$ cat src/rtl/microsequencer_if.sv
// Sequencing bus between the microstore/control side and the microsequencer.
// The master drives the ROM sequencing fields and status inputs; the slave returns uPC and stack status.
interface microsequencer_if #(
    parameter int unsigned AW = 7
);
    logic          stall;
    logic [2:0]    ns;
    logic          inv;
    logic [1:0]    cs;
    logic [AW-1:0] cr_addr;
    logic [AW-1:0] enc_addr;
    logic          moc;
    logic          cond_pass;
    logic          irq_req;
    logic [AW-1:0] index;
    logic [2:0]    stk_depth;
    logic          stk_err;
    logic          timeout;

    modport master (
        output stall, ns, inv, cs, cr_addr, enc_addr, moc, cond_pass, irq_req,
        input  index, stk_depth, stk_err, timeout
    );

    modport slave (
        input  stall, ns, inv, cs, cr_addr, enc_addr, moc, cond_pass, irq_req,
        output index, stk_depth, stk_err, timeout
    );
endinterface

$ cat src/rtl/microsequencer.sv
// Microprogram counter with next-address select, a small return stack and a wait watchdog.
// index is registered; the combinational ROM word at index steers the next edge.
module microsequencer #(
    parameter int unsigned AW         = 7,
    parameter int unsigned STK_DEPTH  = 4,
    parameter int unsigned WAIT_MAX   = 255,
    parameter int unsigned FETCH_ADDR = 0,
    parameter int unsigned FAULT_ADDR = 0
) (
    input  logic                    clk,
    input  logic                    reset_n,
    microsequencer_if.slave         sif
);
    localparam int unsigned PW = (STK_DEPTH > 1) ? $clog2(STK_DEPTH) : 1;
    localparam int unsigned DW = $clog2(STK_DEPTH + 1);
    localparam int unsigned WW = $clog2(WAIT_MAX + 1);

    localparam logic [AW-1:0] FETCH_A = AW'(FETCH_ADDR);
    localparam logic [AW-1:0] FAULT_A = AW'(FAULT_ADDR);

    typedef enum logic [2:0] {
        NS_ENC   = 3'b000,
        NS_FETCH = 3'b001,
        NS_INC   = 3'b010,
        NS_BR    = 3'b011,
        NS_BRENC = 3'b100,
        NS_WAIT  = 3'b101,
        NS_CALL  = 3'b110,
        NS_RET   = 3'b111
    } ns_e;

    logic [AW-1:0]                 index_q, index_d;
    logic [DW-1:0]                 dep_q, dep_d;
    logic [STK_DEPTH-1:0][AW-1:0]  stk_q;
    logic [WW-1:0]                 wcnt_q, wcnt_d;
    logic                          err_q, err_d;
    logic                          to_q, to_d;

    logic                          push;
    logic [AW-1:0]                 inc;
    logic [DW-1:0]                 top;
    logic                          cond_sel, c;
    logic                          full, empty;
    ns_e                           ns;

    assign ns    = ns_e'(sif.ns);
    assign inc   = index_q + 1'b1;
    assign top   = dep_q - 1'b1;
    assign full  = (dep_q == DW'(STK_DEPTH));
    assign empty = (dep_q == '0);

    // Full decode of cs keeps unused inputs from leaking X into c.
    always_comb begin
        cond_sel = 1'b1;
        case (sif.cs)
            2'b00:   cond_sel = 1'b1;
            2'b01:   cond_sel = sif.moc;
            2'b10:   cond_sel = sif.cond_pass;
            default: cond_sel = sif.irq_req;
        endcase
    end

    assign c = cond_sel ^ sif.inv;

    always_comb begin
        index_d = index_q;
        dep_d   = dep_q;
        wcnt_d  = wcnt_q;
        err_d   = err_q;
        to_d    = to_q;
        push    = 1'b0;
        if (!sif.stall) begin
            wcnt_d = '0;
            case (ns)
                NS_ENC:   index_d = sif.enc_addr;
                NS_FETCH: index_d = FETCH_A;
                NS_INC:   index_d = inc;
                NS_BR:    index_d = c ? sif.cr_addr : inc;
                NS_BRENC: index_d = c ? sif.enc_addr : inc;
                NS_WAIT: begin
                    // A satisfied condition always wins over an expiring watchdog.
                    if (c) begin
                        index_d = inc;
                    end else if (wcnt_q == WW'(WAIT_MAX - 1)) begin
                        index_d = FAULT_A;
                        to_d    = 1'b1;
                    end else begin
                        wcnt_d  = wcnt_q + 1'b1;
                    end
                end
                NS_CALL: begin
                    index_d = sif.cr_addr;
                    if (full) begin
                        err_d = 1'b1;
                    end else begin
                        push  = 1'b1;
                        dep_d = dep_q + 1'b1;
                    end
                end
                default: begin
                    if (empty) begin
                        err_d   = 1'b1;
                        index_d = FAULT_A;
                    end else begin
                        index_d = stk_q[top[PW-1:0]];
                        dep_d   = top;
                    end
                end
            endcase
        end
    end

    always_ff @(posedge clk or negedge reset_n) begin
        if (!reset_n) begin
            index_q <= FETCH_A;
            dep_q   <= '0;
            wcnt_q  <= '0;
            err_q   <= 1'b0;
            to_q    <= 1'b0;
            stk_q   <= '0;
        end else begin
            index_q <= index_d;
            dep_q   <= dep_d;
            wcnt_q  <= wcnt_d;
            err_q   <= err_d;
            to_q    <= to_d;
            if (push)
                stk_q[dep_q[PW-1:0]] <= inc;
        end
    end

    // A full 8-deep stack cannot be shown in 3 bits; report it saturated.
    logic [3:0] dep4;
    assign dep4          = 4'(dep_q);
    assign sif.stk_depth = (dep4 > 4'd7) ? 3'd7 : dep4[2:0];
    assign sif.index     = index_q;
    assign sif.stk_err   = err_q;
    assign sif.timeout   = to_q;

endmodule

$ cat src/flat_wrapper.sv
// flat-port wrapper written by rule: the top's interface ports become plain ports
module microsequencer_flat 
#(
    parameter int unsigned AW         = 7,
    parameter int unsigned STK_DEPTH  = 4,
    parameter int unsigned WAIT_MAX   = 255,
    parameter int unsigned FETCH_ADDR = 0,
    parameter int unsigned FAULT_ADDR = 0
)
  (clk, reset_n, sif_stall, sif_ns, sif_inv, sif_cs, sif_cr_addr, sif_enc_addr, sif_moc, sif_cond_pass, sif_irq_req, sif_index, sif_stk_depth, sif_stk_err, sif_timeout);
  microsequencer_if #(.AW(AW)) sif_i ();
  input  logic clk;
  input  logic reset_n;
  input wire logic [$bits(sif_i.stall)-1:0] sif_stall;
  input wire logic [$bits(sif_i.ns)-1:0] sif_ns;
  input wire logic [$bits(sif_i.inv)-1:0] sif_inv;
  input wire logic [$bits(sif_i.cs)-1:0] sif_cs;
  input wire logic [$bits(sif_i.cr_addr)-1:0] sif_cr_addr;
  input wire logic [$bits(sif_i.enc_addr)-1:0] sif_enc_addr;
  input wire logic [$bits(sif_i.moc)-1:0] sif_moc;
  input wire logic [$bits(sif_i.cond_pass)-1:0] sif_cond_pass;
  input wire logic [$bits(sif_i.irq_req)-1:0] sif_irq_req;
  output wire logic [$bits(sif_i.index)-1:0] sif_index;
  output wire logic [$bits(sif_i.stk_depth)-1:0] sif_stk_depth;
  output wire logic [$bits(sif_i.stk_err)-1:0] sif_stk_err;
  output wire logic [$bits(sif_i.timeout)-1:0] sif_timeout;
  assign sif_i.stall = sif_stall;
  assign sif_i.ns = sif_ns;
  assign sif_i.inv = sif_inv;
  assign sif_i.cs = sif_cs;
  assign sif_i.cr_addr = sif_cr_addr;
  assign sif_i.enc_addr = sif_enc_addr;
  assign sif_i.moc = sif_moc;
  assign sif_i.cond_pass = sif_cond_pass;
  assign sif_i.irq_req = sif_irq_req;
  assign sif_index = sif_i.index;
  assign sif_stk_depth = sif_i.stk_depth;
  assign sif_stk_err = sif_i.stk_err;
  assign sif_timeout = sif_i.timeout;
  microsequencer #(.AW(AW), .STK_DEPTH(STK_DEPTH), .WAIT_MAX(WAIT_MAX), .FETCH_ADDR(FETCH_ADDR), .FAULT_ADDR(FAULT_ADDR)) u_core (.clk(clk), .reset_n(reset_n), .sif(sif_i));
endmodule
$ cat config.mk
export PLATFORM = sky130hd
export DESIGN_NAME = microsequencer_flat
export DESIGN_NICKNAME = d
export VERILOG_FILES = /design/src/rtl/microsequencer_if.sv /design/src/rtl/microsequencer.sv /design/src/flat_wrapper.sv
export SDC_FILE = /design/constraint.sdc
export NUM_CORES = 1
export LEC_CHECK = 0
export ABC_AREA = 1
export CAP_MARGIN = 20
export CORE_MARGIN = 1
export CORE_UTILIZATION = 60
export CTS_BUF_LIST = sky130_fd_sc_hd__clkbuf_16
export CTS_CLUSTER_DIAMETER = 120
export DETAILED_ROUTE_END_ITERATION = 10
export MAX_ROUTING_LAYER = met4
export PLACE_DENSITY = 0.85
export SYNTH_ARGS = -nofsm -noshare
export SYNTH_HDL_FRONTEND = slang
export SYNTH_SLANG_ARGS = --single-unit
export TNS_END_PERCENT = 50
$ cat constraint.sdc
create_clock -name clk -period 4.86 [get_ports clk]
set_clock_uncertainty 0.15 [all_clocks]
set_input_delay 0.729 -clock clk [delete_from_list [all_inputs] [get_ports clk]]
set_output_delay 0.729 -clock clk [all_outputs]
set_load 0.005 [all_outputs]
==> metrics <==
vias in the first global route=2,733; Cells after DPL=517; post-synthesis compound-gate area fraction=12.1%; HPWL Detailed=5.40 mm; VDD IR max=197 uV; CTS clk-pin slew, worst paths=0.07 ns; Final min period=2.93 ns; leak pwr=1.85 nW; pwr dens=486 nW/um^2; initial antenna violation count=0; Slew headroom=41.7%; nets=494; Final period util=60.3%; proportion of layout cells with a drive suffix above 1=6.99%; First DRT Iteration DRCs=227; fin. max-slew vios=0; Avg Cell Area, Syn=7.19 sq um; FF+latch count, synth=48; Crit. End Element=register; # port buffers=37; XOR/XNOR Fraction of Synth Area=1.72%; die span in y=73.5 um; Die Wd=73.5 um; fillers=373; P_sw=662 uW; Total Wirelength=7.32 mm; Reg power frac=36.7%; Least-Margin Pin Slew=0.868 ns; synth unique cells=31; maximum level of the CTS H-tree=2; CTS resizes=0; # clock sinks=48; CTS Root Cell=clkbuf_16; crit path cell chain=inv_1 > ha_1 > ha_1 > nor3_1 > nand2_1 > nand2_1 > nor2_1 > nor2_1; Pwr Total=1.76 mW; drt first pass iters=5; postcts setup bufs=0; Post-Synthesis Cells=426; setup violators final=0; # diodes=0; Fin. Hold Viols=0; pin count of the biggest net entering global routing=49; Crit path buffers/inverters=1; CP required=4.93 ns; number of flops mapped to enable cells by yosys=0; result of the run=finished, final reports clean; Die Area=5390 sq um; worst skew pair latency=0.29 ns; final std cells w/o fill=525; RSZ-0062 raised after global routing=no; GRT Util Overall=31.0%; P&R area growth vs syn=18.2%; CP max FO=18; clk buf depth=2; Critical Path AT=2.99 ns; syn nets=462; proportion of synthesized area in mux cells=0%; first-pass GRT wire length=12.5 mm; setup TNS=0 ns; yosys warns=0; Mapped Area=3060 sq um; core footprint=4820 sq um; Comb power frac=38.4%; MaxCap Viol Count=0; Sw Ratio=37.6%; post-synth top area cell=dfrtp_1; row count=25; Setup Slack @ Placement=1.94 ns; Internal=1.10 mW; Hold Crit Class=primary input to async pin; most numerous cell in the Yosys netlist=nand2_1; grt ovf=0; slowest stage delay, CP=0.66 ns; Num CTS Buffers=5; CP Class=register to register; setup slack after layout=1.93 ns; GPL Wtd Cong=0.927; ys async rst share=100%; WL/cell=13.9 um; TritonCTS clock tree=done; top-area cell type share of the netlist area=39.2%; crit start category=register; delay-heaviest family, CP=simple AND/OR/NAND/NOR gates; Synth Area in Adders=4.08%; DRT antenna net count=0; Util after Layout=75.1%; largest family of logic cells by synthesized area=simple AND/OR/NAND/NOR gates; vias per cell=5.51; Synth Flop Type=dfrtp_1; IO Count=38; # hold bufs at CTS=0; Vias=2,893; Starting Density=63.6%; CP max-delay cell=dfrtp_1; Synth Area in Simple Gates=35.8%; Synth area leaders=dfrtp_1 (39%), nand2_1 (18%), nor2_1 (6.7%), nand3_1 (6.0%), ha_1 (4.1%); DRC violations left=0; Max Freq=0.341 GHz; sequential area share after synthesis=39.2%; clock network fraction of total power=24.8%; leading post-synthesis cells by instance count=nand2_1 (144), nor2_1 (55), dfrtp_1 (48)
-- area by class of cell --
class / instances / area [sq um] / share of cell area, %
clock buffers: 5 / 125 / 3.46
clock inverters: 2 / 60.1 / 1.66
inverters: 31 / 119 / 3.28
multi-input cells: 334 / 1650 / 45.5
flip-flops and latches: 48 / 1200 / 33.2
well taps: 67 / 83.8 / 2.32
repair buffers: 38 / 385 / 10.6
-- cells by family (layout without fill, tap and decap cells) --
| kind of cell | Yosys count | after routing |
|---|---|---|
| xor gates and xnor gates | 6 | 6 |
| AOI/OAI and AO/OA | 61 | 61 |
| and+or+nand+nor | 257 | 257 |
| adders and majority gates | 10 | 10 |
| buffers and inverters | 44 | 76 |
| DFF | 48 | 48 |
-- placed cells by master, fill, tap and decap left out --
master	Yosys	layout
xnor2_1	1	1
nand2_2	2	2
nand3_1	37	37
bufinv_16	0	2
a211oi_2	1	1
a21oi_1	1	1
o211ai_1	1	1
nor2_8	1	1
inv_1	28	28
nand2_4	4	4
o31ai_1	2	2
nand4_1	4	4
buf_12	0	1
o22ai_1	7	7
nor3_1	7	7
xor2_1	5	5
nand2_1	144	144
nand3_2	1	1
inv_2	2	2
nor2_4	1	1
o21ai_2	9	9
nor2_1	55	55
buf_2	3	1
nor2_2	1	1
inv_4	1	1
o21ai_1	19	19
clkbuf_16	0	5
ha_1	10	10
a41o_1	1	1
dfrtp_1	48	48
o21bai_1	1	1
o21ai_0	19	19
clkdlybuf4s50_1	0	36
-- through the flow --
step | instance area [sq um] | hold WS (ns)
after floorplan | 3060 | 0.283
after global placement | 3410 | 0.303
after detailed placement | 3410 | 0.313
after CTS | 3600 | 0.328
after global routing | 3620 | 0.137
final | 3620 | 0.131
-- power groups by stage --
stage,sequential [mW],combinational [mW],clock (mW)
after CTS,0.643,0.671,0.434
after detailed placement,0.651,0.660,0
after global routing,0.662,0.762,0.455
after global placement,0.645,0.639,0
after floorplan,0.600,0.494,0
final,0.646,0.676,0.437
-- worst paths after layout --
| path | startpoint | endpoint | slack (ns) | depth (start not counted) |
|---|---|---|---|---|
| max | u_core.dep_q[0] | u_core.sif.index[2] | 1.93 | 8 |
| min | reset_n | u_core.dep_q[1] | 0.13 | 1 |
| min in group clk | u_core.sif.stk_err | u_core.sif.stk_err | 0.33 | 2 |
| min reg2reg | u_core.sif.stk_err | u_core.sif.stk_err | 0.33 | 2 |
| max reg2reg | u_core.dep_q[0] | u_core.sif.index[2] | 1.93 | 8 |
| max in group asynchronous | reset_n | u_core.wcnt_q[1] | 3.96 | 2 |
-- sequential cells by signal, summed over array words and instances (netlist names) --
| signal | flops |
|---|---|
| u_core.stk_q | 28 |
| u_core.sif.index | 7 |
| u_core.wcnt_q | 8 |
| u_core.sif.stk_err | 1 |
| u_core.sif.timeout | 1 |
| u_core.dep_q | 3 |
-- routing by layer --
metal / GRT usage [%] / vias up / wire [um]
met5: - / - / 0
met4: 10.3 / 0 / 95
met3: 3.98 / 10 / 399
met2: 52.1 / 103 / 3650
met1: 38.6 / 1336 / 3170
li1: - / 1444 / -
(Power assumes the default switching activity.)
